===== config.mk =====
export PLATFORM = sky130hd
export DESIGN_NAME = vga_frame_reader
export DESIGN_NICKNAME = d
export VERILOG_FILES = /design/src/rtl/cam_pkg.sv /design/src/rtl/vga_timing_gen.sv /design/src/rtl/vga_frame_reader.sv
export SDC_FILE = /design/constraint.sdc
export NUM_CORES = 1
export LEC_CHECK = 0
export CORE_AREA = 4 4 80 82
export CTS_CLUSTER_SIZE = 28
export DETAILED_ROUTE_END_ITERATION = 8
export DIE_AREA = 0 0 84 86
export GPL_TIMING_DRIVEN = 0
export PLACE_DENSITY = 0.91
export SLEW_MARGIN = 25
export SYNTH_ARGS = -nofsm -noshare
export SYNTH_HDL_FRONTEND = slang
export SYNTH_SLANG_ARGS = --single-unit

===== constraint.sdc =====
create_clock -name i_clk -period 3.4 [get_ports i_clk]
set_input_delay 0.34 -clock i_clk [delete_from_list [all_inputs] [get_ports i_clk]]
set_output_delay 0.34 -clock i_clk [all_outputs]
set_load 0.01 [all_outputs]

===== src/rtl/cam_pkg.sv =====
// Shared types and 640x480@60 timing constants for the camera frame-buffer path.
package cam_pkg;

    localparam int unsigned VGA_H_ACTIVE = 640;
    localparam int unsigned VGA_H_FP     = 16;
    localparam int unsigned VGA_H_SYNC   = 96;
    localparam int unsigned VGA_H_BP     = 48;
    localparam int unsigned VGA_V_ACTIVE = 480;
    localparam int unsigned VGA_V_FP     = 10;
    localparam int unsigned VGA_V_SYNC   = 2;
    localparam int unsigned VGA_V_BP     = 33;
    localparam int unsigned VGA_H_TOTAL  = VGA_H_ACTIVE + VGA_H_FP + VGA_H_SYNC + VGA_H_BP;
    localparam int unsigned VGA_V_TOTAL  = VGA_V_ACTIVE + VGA_V_FP + VGA_V_SYNC + VGA_V_BP;
    localparam int unsigned FRAME_PIXELS = VGA_H_ACTIVE * VGA_V_ACTIVE;

    localparam int unsigned CNT_W = 10;
    localparam int unsigned PIX_W = 12;

    typedef struct packed {
        logic [3:0] r;
        logic [3:0] g;
        logic [3:0] b;
    } rgb444_t;

    typedef enum logic {
        IDLE = 1'b0,
        RUN  = 1'b1
    } rd_state_t;

    // Sync/active bundle carried down the read-latency delay line.
    typedef struct packed {
        logic hs;
        logic vs;
        logic act;
    } vid_ctl_t;

    localparam vid_ctl_t CTL_BLANK = '{hs: 1'b1, vs: 1'b1, act: 1'b0};

endpackage


===== src/rtl/vga_timing_gen.sv =====
// VGA h/v counters with IDLE/RUN frame gating and registered stage-0 sync/active decode.
module vga_timing_gen
    import cam_pkg::*;
#(
    parameter int unsigned H_ACTIVE = VGA_H_ACTIVE,
    parameter int unsigned H_FP     = VGA_H_FP,
    parameter int unsigned H_SYNC   = VGA_H_SYNC,
    parameter int unsigned H_BP     = VGA_H_BP,
    parameter int unsigned V_ACTIVE = VGA_V_ACTIVE,
    parameter int unsigned V_FP     = VGA_V_FP,
    parameter int unsigned V_SYNC   = VGA_V_SYNC,
    parameter int unsigned V_BP     = VGA_V_BP
) (
    input  logic             i_clk,
    input  logic             i_rstn,
    input  logic             i_en,
    output logic [CNT_W-1:0] o_h,
    output logic [CNT_W-1:0] o_v,
    output logic             o_active0,
    output logic             o_hs0,
    output logic             o_vs0,
    output logic             o_frame_start
);

    localparam int unsigned H_TOTAL  = H_ACTIVE + H_FP + H_SYNC + H_BP;
    localparam int unsigned V_TOTAL  = V_ACTIVE + V_FP + V_SYNC + V_BP;
    localparam int unsigned HS_FIRST = H_ACTIVE + H_FP;
    localparam int unsigned HS_LAST  = HS_FIRST + H_SYNC - 1;
    localparam int unsigned VS_FIRST = V_ACTIVE + V_FP;
    localparam int unsigned VS_LAST  = VS_FIRST + V_SYNC - 1;

    rd_state_t        state_q, state_d;
    logic [CNT_W-1:0] h_q, h_d, v_q, v_d;
    logic             active0_q, active0_d;
    logic             hs0_q, hs0_d;
    logic             vs0_q, vs0_d;
    logic             frame_start_q, frame_start_d;
    logic             line_end, frame_end;

    assign line_end  = (h_q == CNT_W'(H_TOTAL - 1));
    assign frame_end = line_end && (v_q == CNT_W'(V_TOTAL - 1));

    always_ff @(posedge i_clk or negedge i_rstn) begin
        if (!i_rstn) state_q <= IDLE;
        else         state_q <= state_d;
    end

    // Frames are never cut short: i_en is only sampled at frame boundaries while running.
    always_comb begin
        state_d = state_q;
        case (state_q)
            IDLE: if (i_en) state_d = RUN;
            RUN:  if (frame_end && !i_en) state_d = IDLE;
        endcase
    end

    always_comb begin
        h_d           = '0;
        v_d           = '0;
        active0_d     = 1'b0;
        hs0_d         = 1'b1;
        vs0_d         = 1'b1;
        frame_start_d = 1'b0;
        if (state_q == RUN) begin
            h_d = line_end ? '0 : h_q + CNT_W'(1);
            v_d = v_q;
            if (line_end) v_d = frame_end ? '0 : v_q + CNT_W'(1);
            active0_d     = (h_q < CNT_W'(H_ACTIVE)) && (v_q < CNT_W'(V_ACTIVE));
            hs0_d         = !((h_q >= CNT_W'(HS_FIRST)) && (h_q <= CNT_W'(HS_LAST)));
            vs0_d         = !((v_q >= CNT_W'(VS_FIRST)) && (v_q <= CNT_W'(VS_LAST)));
            frame_start_d = (h_q == '0) && (v_q == '0);
        end
    end

    always_ff @(posedge i_clk or negedge i_rstn) begin
        if (!i_rstn) begin
            h_q           <= '0;
            v_q           <= '0;
            active0_q     <= 1'b0;
            hs0_q         <= 1'b1;
            vs0_q         <= 1'b1;
            frame_start_q <= 1'b0;
        end else begin
            h_q           <= h_d;
            v_q           <= v_d;
            active0_q     <= active0_d;
            hs0_q         <= hs0_d;
            vs0_q         <= vs0_d;
            frame_start_q <= frame_start_d;
        end
    end

    assign o_h           = h_q;
    assign o_v           = v_q;
    assign o_active0     = active0_q;
    assign o_hs0         = hs0_q;
    assign o_vs0         = vs0_q;
    assign o_frame_start = frame_start_q;

endmodule


===== src/rtl/vga_frame_reader.sv =====
// Scans the frame buffer in raster order and re-aligns BRAM read data with VGA syncs.
module vga_frame_reader
    import cam_pkg::*;
#(
    parameter int unsigned ADDR_W     = 19,
    parameter int unsigned RD_LATENCY = 2,
    parameter int unsigned H_ACTIVE   = VGA_H_ACTIVE,
    parameter int unsigned H_FP       = VGA_H_FP,
    parameter int unsigned H_SYNC     = VGA_H_SYNC,
    parameter int unsigned H_BP       = VGA_H_BP,
    parameter int unsigned V_ACTIVE   = VGA_V_ACTIVE,
    parameter int unsigned V_FP       = VGA_V_FP,
    parameter int unsigned V_SYNC     = VGA_V_SYNC,
    parameter int unsigned V_BP       = VGA_V_BP
) (
    input  logic              i_clk,
    input  logic              i_rstn,
    input  logic              i_en,
    output logic [ADDR_W-1:0] o_rd_addr,
    output logic              o_rd_en,
    input  logic [PIX_W-1:0]  i_rd_data,
    output logic              o_hsync,
    output logic              o_vsync,
    output logic [3:0]        o_red,
    output logic [3:0]        o_green,
    output logic [3:0]        o_blue,
    output logic              o_active,
    output logic              o_frame_start
);

    localparam int unsigned LAST_PIX = H_ACTIVE * V_ACTIVE - 1;
    localparam int unsigned DLY_W    = $bits(vid_ctl_t) * RD_LATENCY;

    logic [CNT_W-1:0] h, v;
    logic             active0, hs0, vs0, frame_start;

    vga_timing_gen #(
        .H_ACTIVE (H_ACTIVE),
        .H_FP     (H_FP),
        .H_SYNC   (H_SYNC),
        .H_BP     (H_BP),
        .V_ACTIVE (V_ACTIVE),
        .V_FP     (V_FP),
        .V_SYNC   (V_SYNC),
        .V_BP     (V_BP)
    ) u_timing (
        .i_clk         (i_clk),
        .i_rstn        (i_rstn),
        .i_en          (i_en),
        .o_h           (h),
        .o_v           (v),
        .o_active0     (active0),
        .o_hs0         (hs0),
        .o_vs0         (vs0),
        .o_frame_start (frame_start)
    );

    logic [ADDR_W-1:0]                 addr_q, addr_d;
    vid_ctl_t [RD_LATENCY-1:0]         dly_q, dly_d;
    vid_ctl_t                          ctl0, out_q, out_d;
    rgb444_t                           rgb_q, rgb_d;

    // Address is cleared alongside the first pixel decode and steps after each read;
    // it parks on the last pixel through blanking instead of running past the frame.
    always_comb begin
        addr_d = addr_q;
        if ((h == '0) && (v == '0))
            addr_d = '0;
        else if (active0 && (addr_q != ADDR_W'(LAST_PIX)))
            addr_d = addr_q + ADDR_W'(1);
    end

    // Delay line covers the BRAM latency; the output register adds the final stage.
    always_comb begin
        ctl0  = '{hs: hs0, vs: vs0, act: active0};
        dly_d = DLY_W'({dly_q, ctl0});
        out_d = dly_q[RD_LATENCY-1];
        rgb_d = out_d.act ? rgb444_t'(i_rd_data) : '0;
    end

    always_ff @(posedge i_clk or negedge i_rstn) begin
        if (!i_rstn) begin
            addr_q <= '0;
            dly_q  <= {RD_LATENCY{CTL_BLANK}};
            out_q  <= CTL_BLANK;
            rgb_q  <= '0;
        end else begin
            addr_q <= addr_d;
            dly_q  <= dly_d;
            out_q  <= out_d;
            rgb_q  <= rgb_d;
        end
    end

    assign o_rd_addr     = addr_q;
    assign o_rd_en       = active0;
    assign o_frame_start = frame_start;
    assign o_hsync       = out_q.hs;
    assign o_vsync       = out_q.vs;
    assign o_active      = out_q.act;
    assign o_red         = rgb_q.r;
    assign o_green       = rgb_q.g;
    assign o_blue        = rgb_q.b;

endmodule

==> results.md, run 1 <==
* Status: finished clean
* Top delay family on crit path: compound AO/OA/AOI/OAI gates
* PD cells at 515.6 nW/µm²
* Cts repair resizes at 0
* Clock Pin Slew Worst Setup and Hold Paths at 0.08 ns
* Boundary Pins at 51
* Vias at 2557
* Setup Total Neg Slack at 0 ns
* Final hold vios at 0
* Worst-skew pair later-pin latency at 0.34 ns
* Final setup viols at 0
* Worst path buffer plus inverter count at 0
* Clock Power Share at 29.2%
* TritonCTS clock tree: yes
* DRT Wirelength at 7016 µm
* Layout cell share with drive strength beyond 1 at 12.53%
* Hpwl dp at 4944 µm
* Row cnt at 28
* Main synth FF type: dfrtp_1
* Seq cells post-synth at 65
* Worst Path Max Fanout at 9
* DRC Markers at 0
* H-tree levels at 3
* Synthesis Warnings at 0
* Tot Pwr at 2028 µW
* Core footprint at 5746 µm²
* Global-route wire length before repair at 12190 µm
* Metal2 WL at 3610 µm
* Switching power at 645.5 µW
* Post-synth ARST share at 100.0%
* Most frequent cells in the layout: 57 x dfrtp_1, 49 x clkdlybuf4s50_1, 19 x a21oi_1, 18 x and2_1, 15 x o21ai_0
* Die area at 7224 µm²
* Die width at 84 µm
* Finished Cell Area at 3934 µm²
* Commonest non-fill, non-tap cell in the layout: dfrtp_1
* # diodes at 0
* Final-stage net count at 375
* Post-Synth Simple-Gate Area at 24.39%
* CP Capture Type: flop
* Fin crit share at 62.14%
* Final Critical Period at 2.113 ns
* Post-Syn Nets at 312
* Vias in the first global route at 2518
* GPL Wtd Cong at 0.8617
* Max Slew Vio Count at 0
* Setup repair after global routing missed its margin: false
* CP Cell Sequence: ha_1, and4_1, a31oi_1, a22oi_1, o31ai_1
* Synth cell types at 56
* Post-synth EDFFs at 0
* Total CTS buffers at 9
* Longest Clk Path Bufs at 2
* Cells after Synth at 291
* Total GRT Usage at 20.94%
* Top Metal Used: met4
* Largest net degree at the start of global routing at 49
* Cell Int Power at 1383 µW
* Die height at 86 µm
* Max Freq at 473.3 MHz
* Synth Area in Adders at 2.403%
* Post-CTS Hold Buffers at 1
* Initial Utilization at 54.38%
* DRT met1 WL at 3013 µm
* Mux cell area share after synthesis at 1.602%
* WL met3 at 334 µm
* Synth Area in XOR/XNOR at 1.962%
* Port bufs at 50
* Starting DRT DRC Count at 176
* Sw Ratio at 31.82%
* Post-CTS setup buffers at 0
* CP Data Arrival Time at 2.35 ns
* Slowest-stage cell, CP: a31oi_1
* Post-DP Area at 3744 µm²
* Avg Inst Size Synth at 10.74 µm²
* Slew headroom at 41.57%
* WP data required at 3.64 ns
* Worst slack at placement at 1.371 ns
* Mapped Area at 3124 µm²
* Post-synthesis sequential area ratio at 52.38%
* Pleak at 0.001570 µW
* IR drop worst, VDD at 0.0003480 V
* CP startpoint kind: flop
* Synth Area in Compound Gates at 14.26%
* Pre-antenna DRT Iters at 4
* Area Growth Syn to Fin at 25.91%
* Comb power frac at 23.1%
* Worst-Margin Slew at 0.8723 ns
* HP Class: flop to flop
* Grt total ovfl at 0
* Combinational family with the most area after synthesis: simple AND/OR/NAND/NOR gates
* Crit Path Category: flop to flop
* Sink Count at 65
* Sequential Power Share at 47.8%
* Max-cap violation count at 0
* WL/cell at 16.17 µm
* ANT nets after route at 0
* Vias per cell at 5.892
* Clock root buffer master: clkbuf_8
* Initial antenna violation count at 0
* Final core utilization at 68.47%
* Crit path setup slack, layout at 1.287 ns
* Clk_skew at 0.01306 ns
* Worst path max stage delay at 0.72 ns
-- worst register-to-register path: cells and delay by family, from the launching register on --
kind                       cells  cell delay (ns)
and+or+nand+nor                1             0.25
DFF                            1             0.44
AOI/OAI and AO/OA              3             1.06
adders and majority gates      1             0.27
-- metal layers --
layer	GRT usage (%)	vias to the layer above
met5	0	-
met2	36.23	69
li1	-	1205
met1	26.36	1276
met4	7.018	0
met3	4.323	7
-- logic make-up after synthesis --
logic type / after synthesis
compound gates: 67
buf+inv: 21
mux: 5
flops: 65
xor+xnor: 7
fa+ha+maj: 6
simple gates: 120
-- power by group through the flow --
stage               clock network, µW  logic, µW  registers [µW]
floorplan                           0        258             980
global placement                    0        441             974
detailed placement                  0        469             978
CTS                               600        474             966
global route                      644        523             985
finish                            592        468             969
-- stage by stage --
step,hold WS (ns),std cells
6_report,0.3579,434
5_1_grt,0.3614,434
3_5_place_dp,0.2331,417
2_1_floorplan,0.04441,291
3_3_place_gp,0.3327,416
4_1_cts,0.3567,434
-- cells in the mapped netlist, types with 2 or more instances --
cell | count | area share, %
and2_1 | 18 | 3.6
or4_1 | 9 | 2.2
nand3_1 | 14 | 2.2
o21ai_0 | 15 | 2.4
mux2i_1 | 5 | 1.6
or3_1 | 7 | 1.4
nor4_1 | 2 | 0.40
nor2_1 | 13 | 1.6
buf_2 | 3 | 0.48
a21oi_1 | 19 | 3.0
dfstp_2 | 8 | 6.7
nor4_4 | 2 | 1.4
inv_1 | 10 | 1.2
and4_1 | 3 | 0.84
nand2_1 | 14 | 1.7
o31ai_1 | 11 | 2.6
o21bai_1 | 4 | 0.96
clkbuf_1 | 5 | 0.60
ha_1 | 6 | 2.4
dfrtp_1 | 57 | 46
xnor2_1 | 3 | 0.84
nor3_1 | 7 | 1.1
nand4_1 | 10 | 2.0
o211ai_1 | 3 | 0.72
nand3_4 | 2 | 1.1
xor2_1 | 4 | 1.1
a22oi_1 | 3 | 0.72
and3_1 | 6 | 1.2
-- final cells by class --
type,instances,area [µm²]
buffer,10,52.55
clock buffer,10,137.6
clock inverter,6,42.54
fill,408,1812
inverter,11,41.29
multi-input combinational,205,1394
sequential,65,1637
tap,75,93.84
timing repair buffer,52,535.5
-- registers in the layout (all words and copies together) (netlist names), 3 cells and up --
| signal | count |
|---|---|
| o_red | 4 |
| o_blue | 4 |
| u_timing.o_h | 10 |
| u_timing.o_v | 10 |
| o_green | 4 |
| dly_d | 3 |
| dly_q | 3 |
| o_rd_addr | 19 |
-- final timing paths --
kind                       slack, ns            start              end  cells past startpoint
setup / recovery                1.29  u_timing.o_h[0]  u_timing.o_v[3]                      5
hold / removal                  0.36         dly_d[4]         dly_q[4]                      0
setup reg to reg                1.29  u_timing.o_h[0]  u_timing.o_v[3]                      5
hold reg to reg                 0.36         dly_d[4]         dly_q[4]                      0
max in group asynchronous       2.41           i_rstn   u_timing.o_hs0                      3
min in group asynchronous       0.42           i_rstn       o_green[1]                      2
Power figures use the tool's default switching activity.
==> inputs of run 2 (changes only) <==
--- a/config.mk
+++ b/config.mk
@@ -5,12 +5,12 @@
 export SDC_FILE = /design/constraint.sdc
 export NUM_CORES = 1
 export LEC_CHECK = 0
-export CORE_AREA = 4 4 80 82
+export CORE_AREA = 4 4 86 88
 export CTS_CLUSTER_SIZE = 28
 export DETAILED_ROUTE_END_ITERATION = 8
-export DIE_AREA = 0 0 84 86
+export DIE_AREA = 0 0 90 92
 export GPL_TIMING_DRIVEN = 0
-export PLACE_DENSITY = 0.91
+export PLACE_DENSITY = 0.84
 export SLEW_MARGIN = 25
 export SYNTH_ARGS = -nofsm -noshare
 export SYNTH_HDL_FRONTEND = slang
==> constraint.sdc (replaced) <==
create_clock -name i_clk -period 1.9 [get_ports i_clk]
set_input_delay 0.19 -clock i_clk [delete_from_list [all_inputs] [get_ports i_clk]]
set_output_delay 0.19 -clock i_clk [all_outputs]
set_load 0.01 [all_outputs]
==> run 2 against run 1 <==
Net effect:
- largest power group unchanged
- critical path depth increased by 1
- die area increased by 15%
- wire length decreased by 6.8%
- cell count increased by 1.4%
==> results.md, run 2 (same netlist as run 1, synthesis figures left out) <==
* Clock root buffer master: clkbuf_8
* Max Slew Vio Count at 0 (unchanged)
* Largest register FFs at 19 (unchanged)
* DRT Wirelength at 6538 µm (-6.8%)
* GPL Wtd Cong at 0.8095 (-6.1%)
* Worst slack at placement at -0.1208 ns (-1.492 ns)
* Final-stage net count at 376 (+0.27%)
* Sink Count at 65 (unchanged)
* Clk_skew at 0.004855 ns (-0.008202 ns)
* Worst-skew pair later-pin latency at 0.34 ns (about the same)
* Final core utilization at 60.28% (-8.2 points)
* H-tree levels at 3 (unchanged)
* Layout cell share with drive strength beyond 1 at 15.28% (+2.7 points)
* Vias in the first global route at 2401 (-4.6%)
* HP Class: primary input to async pin
* Hpwl dp at 4659 µm (-5.8%)
* Die width at 90 µm (+7.1%)
* Worst-Margin Slew at 0.4676 ns (-0.4048 ns)
* Vias per cell at 5.768 (-2.1%)
* Initial antenna violation count at 0 (unchanged)
* Commonest non-fill, non-tap cell in the layout: dfrtp_1
* WL/cell at 14.86 µm (-8.1%)
* FILL cells at 518 (+27%)
* Final setup viols at 0 (unchanged)
* DRC Markers at 0 (unchanged)
* WP data required at 2.12 ns (-1.52 ns)
* Global-route wire length before repair at 11050 µm (-9.3%)
* Most frequent cells in the layout: 57 x dfrtp_1, 49 x clkdlybuf4s50_1, 19 x a21oi_1, 18 x and2_1, 15 x o21ai_0
* Vias at 2538 (-0.74%)
* Footprint of the multi-input gates at 1434 µm² (+2.9%)
* Largest net degree at the start of global routing at 49 (unchanged)
* PD cells at 936.5 nW/µm² (+82%)
* ANT nets after route at 0 (unchanged)
* Final hold vios at 0 (unchanged)
* Total GRT Usage at 16.47% (-4.5 points)
* Core footprint at 6644 µm² (+16%)
* Cell total after placement at 422 (+1.2%)
* Die area at 8280 µm² (+15%)
* Die height at 92 µm (+7.0%)
* Initial Utilization at 47.02% (-7.4 points)
* Crit path setup slack, layout at 0.07810 ns (-1.209 ns)
* Fin crit share at 95.89% (+34 points)
* Tot Pwr at 3751 µW (+85%)
* Clock Pin Slew Worst Setup and Hold Paths at 0.07 ns (about the same)
* Longest Clk Path Bufs at 2 (unchanged)
* Max-cap violation count at 0 (unchanged)
* Register Area at 1637 µm² (unchanged)
* Setup repair after global routing missed its margin: false
* Final Critical Period at 1.822 ns (-0.2909 ns)
* # diodes at 0 (unchanged)
* Slew headroom at 68.59% (+27 points)
* Boundary Pins at 51 (unchanged)
* Starting DRT DRC Count at 156 (-11%)
* Worst Path Max Fanout at 9 (unchanged)
* Max Freq at 548.9 MHz (+16%)
* Grt total ovfl at 0 (unchanged)
* TritonCTS clock tree: yes
* Total CTS buffers at 9 (unchanged)
* IR drop worst, VDD at 0.0004959 V (+43%)
* Status: finished clean
* Hold WS at 0.2607 ns (-0.09719 ns)
* Final Non-Filler Cells at 440 (+1.4%)
* Port bufs at 50 (unchanged)
* CP Capture Type: flop
* Pleak at 0.001602 µW (+2.0%)
* CP startpoint kind: flop
* Crit Path Category: flop to flop
* Pre-antenna DRT Iters at 4 (unchanged)
* Area Growth Syn to Fin at 28.19%
* CP Data Arrival Time at 2.04 ns (-0.31 ns)
* Row cnt at 30 (+7.1%)
## run 2: cell types whose count changed in the layout (fill, tap and decap cells not counted), moves of 2 or more
cell        delta
clkinv_4       +2
clkbuf_1       -2
clkinvlp_4     -2
clkbuf_2       +2
## run 2: what timing repair did
item	in CTS	in global routing
pin swaps	0	0
setup endpoints to repair	13	21
hold endpoints to repair	17	0
buffers inserted	0	1
resized for setup	3	11
hold buffers	1	0
## run 2: final cells by class
class	count	share of cell area (%)
Buffer	10	1.375
Inverter	11	1.031
Multi-Input combinational cell	205	35.80
Clock inverter	7	1.781
Tap cell	80	2.499
Sequential cell	65	40.86
Timing Repair Buffer	53	13.56
Clock buffer	9	3.093
## run 2: report_power, final
part	internal (µW)	switching [µW]	total, µW
clock network	605	548	1150
logic	438	410	848
registers	1550	204	1750
## run 2: per-layer routing
layer / GRT usage [%] / part of all wire [%] / vias up / wire [µm]
met3: 4.184 / 5.2 / 16 / 342
met5: 0 / 0 / - / 0
met1: 20.71 / 44 / 1249 / 2895
met4: 10.20 / 2.4 / 0 / 157
met2: 25.45 / 48 / 67 / 3144
li1: - / - / 1206 / -
## run 2: stage by stage
step | area (µm²) | TNS, ns
floorplan | 3124 | 0
global placement | 3725 | -87.78
detailed placement | 3750 | -0.5113
CTS | 3970 | 0
global route | 4005 | 0
finish | 4005 | 0
## run 2: final timing paths
check                                      from               to  slack [ns]  cells past startpoint
worst max-delay path            u_timing.o_h[0]  u_timing.o_v[9]        0.08                      6
worst min-delay path                     i_rstn  u_timing.o_h[4]        0.26                      2
worst max register to register  u_timing.o_h[0]  u_timing.o_v[9]        0.08                      6
worst min register to register         dly_d[3]         dly_q[3]        0.35                      0
max in group asynchronous                i_rstn          o_vsync        1.09                      3
min in group i_clk                     dly_d[3]         dly_q[3]        0.35                      0
## run 2: critical path: stages, from the launching register on
cell and delay (ns):
dfrtp_1 0.42, ha_2 0.24, and4_2 0.28, a31o_2 0.16, buf_4 0.17, nand2_2 0.13
o41ai_1 0.30
==> inputs of run 3 (changes only) <==
--- a/config.mk
+++ b/config.mk
@@ -15,3 +15,4 @@
 export SYNTH_ARGS = -nofsm -noshare
 export SYNTH_HDL_FRONTEND = slang
 export SYNTH_SLANG_ARGS = --single-unit
+export TNS_END_PERCENT = 20
==> run 3 against run 2 <==
Net effect:
- clock power is essentially flat
- critical path depth is the same
- sequential share of layout area is the same
- largest cell class unchanged
==> results.md, run 3 (same netlist as run 1, synthesis figures left out) <==
* Worst path buffer plus inverter count at 1 (unchanged)
* Die height at 92 µm (unchanged)
* Pre-antenna DRT Iters at 4 (unchanged)
* CP startpoint kind: flop
* Slew headroom at 68.93% (+0.34 points)
* Comb power frac at 22.5% (about the same)
* DRC Markers at 0 (unchanged)
* Area Growth Syn to Fin at 28.19% (unchanged)
* Final-stage net count at 375 (-0.27%)
* Initial antenna violation count at 0 (unchanged)
* Crit Path Category: flop to flop
* WL/cell at 14.80 µm (-0.42%)
* Pleak at 0.001603 µW (about the same)
* WL met3 at 292 µm (-15%)
* Clock Pin Slew Worst Setup and Hold Paths at 0.07 ns (about the same)
* Vias at 2550 (+0.47%)
* CP Data Arrival Time at 2.05 ns (about the same)
* Total CTS buffers at 9 (unchanged)
* Top delay family on crit path: compound AO/OA/AOI/OAI gates
* Max-cap violation count at 0 (unchanged)
* CP Capture Type: flop
* Metal2 WL at 3144 µm (unchanged)
* Top Metal Used: met4
* # diodes at 0 (unchanged)
* Port bufs at 50 (unchanged)
* Die area at 8280 µm² (unchanged)
* Worst-skew pair later-pin latency at 0.35 ns (about the same)
* Final hold vios at 0 (unchanged)
* Setup repair after global routing missed its margin: true
* Hpwl dp at 4659 µm (unchanged)
* Max Slew Vio Count at 0 (unchanged)
* Clock Power Share at 30.8% (about the same)
* Largest register FFs at 19 (unchanged)
* CP Cell Sequence: ha_2, and4_2, a31o_2, buf_4, nand2_2, o31ai_1
* Initial Utilization at 47.02% (unchanged)
* WP data required at 2.15 ns (+0.03 ns)
* Most frequent cells in the layout: 57 x dfrtp_1, 49 x clkdlybuf4s50_1, 19 x a21oi_1, 18 x and2_1, 15 x o21ai_0
* Fin crit share at 94.64% (-1.2 points)
* Vias per cell at 5.809 (+0.70%)
* Commonest non-fill, non-tap cell in the layout: dfrtp_1
* Setup Total Neg Slack at 0 ns (unchanged)
* IR drop worst, VDD at 0.0004901 V (-1.2%)
* Largest net degree at the start of global routing at 49 (unchanged)
* Status: finished clean
* GPL Wtd Cong at 0.8095 (unchanged)
* Row cnt at 30 (unchanged)
* Worst path max stage delay at 0.43 ns (about the same)
* Slowest-stage cell, CP: dfrtp_1
* Die width at 90 µm (unchanged)
* Post-CTS setup buffers at 0 (unchanged)
* Final setup viols at 0 (unchanged)
* Global-route wire length before repair at 11050 µm (unchanged)
* TritonCTS clock tree: yes
* Total GRT Usage at 16.47% (unchanged)
* Longest Clk Path Bufs at 2 (unchanged)
* HP Class: primary input to async pin
* Sequential Power Share at 46.7% (about the same)
* Core footprint at 6644 µm² (unchanged)
* Worst Path Max Fanout at 9 (unchanged)
* Layout cell share with drive strength beyond 1 at 15.32% (+0.043 points)
* Cell Int Power at 2586 µW (about the same)
* Grt total ovfl at 0 (unchanged)
* H-tree levels at 3 (unchanged)
* DRT met1 WL at 2879 µm (-0.55%)
* Worst-Margin Slew at 0.4625 ns (-0.005090 ns)
* DRT Wirelength at 6496 µm (-0.64%)
* Starting DRT DRC Count at 130 (-17%)
* PD cells at 936.2 nW/µm² (about the same)
* Sink Count at 65 (unchanged)
* Boundary Pins at 51 (unchanged)
* Clk_skew at 0.004426 ns (-0.0004285 ns)
* Sw Ratio at 31.02% (about the same)
* Vias in the first global route at 2401 (unchanged)
* Worst slack at placement at -0.1208 ns (unchanged)
* Clock root buffer master: clkbuf_8
* Max Freq at 556.1 MHz (+1.3%)
* Switching power at 1163 µW (about the same)
* Final Critical Period at 1.798 ns (-0.02368 ns)
* Crit path setup slack, layout at 0.1018 ns (+0.02368 ns)
* ANT nets after route at 0 (unchanged)
-- run 3: cell types whose count changed in the layout (fill, tap and decap cells not counted) --
cell / change
o41ai_2: +1
buf_4: -1
o41ai_1: -1
-- run 3: path summary, 6_finish.rpt --
path                                 startpoint              end  slack (ns)  cells after the start
worst max register to register  u_timing.o_h[0]  u_timing.o_v[8]        0.10                      6
worst max-delay path            u_timing.o_h[0]  u_timing.o_v[8]        0.10                      6
min in group i_clk                     dly_d[3]         dly_q[3]        0.35                      0
max in group asynchronous                i_rstn          o_vsync        1.09                      3
worst min-delay path                     i_rstn  u_timing.o_h[0]        0.26                      2
worst min register to register         dly_d[3]         dly_q[3]        0.35                      0
-- run 3: worst register-to-register path: cells and delay by family (launching register included) --
family	cells	cell delay (ns)
and+or+nand+nor	2	0.42
DFF	1	0.43
AOI/OAI and AO/OA	2	0.44
adders and majority gates	1	0.25
buffers and inverters	1	0.17
-- run 3: routing by layer --
layer	vias up	GRT usage, %
met5	-	0
met4	0	10.20
met3	18	4.184
met2	60	25.45
met1	1266	20.71
li1	1206	-
-- run 3: power groups by stage --
stage	clock network (µW)	logic (µW)	registers [µW]
after global routing	1260	939	1770
after global placement	0	793	1750
after CTS	1180	836	1730
after floorplan	0	462	1750
after detailed placement	0	829	1760
final	1150	845	1750
-- run 3: final cells by class --
cell class	instances	area, µm²
sequential	65	1637
inverter	11	41.29
timing repair buffer	52	535.5
clock inverter	7	71.32
multi-input combinational	205	1441
buffer	10	55.05
fill	519	2639
tap	80	100.1
clock buffer	9	123.9
-- run 3: per-stage QoR --
step	util, %	total power [µW]	instances	hold WS [ns]	instance area (µm²)
finish	60.28	3750	439	0.2573	4005
global route	60.28	3969	439	0.2650	4005
CTS	59.76	3755	439	0.2535	3970
detailed placement	56.44	2585	422	0.08870	3750
global placement	56.06	2542	421	0.3396	3725
floorplan	-	2215	291	-0.1056	3124
-- run 3: timing repair --
| item | 4_1_cts | 5_1_grt |
|---|---|---|
| resized for setup | 3 | 12 |
| hold endpoints to repair | 17 | 0 |
| endpoints found under the setup margin | 13 | 21 |
| hold buffers | 1 | 0 |
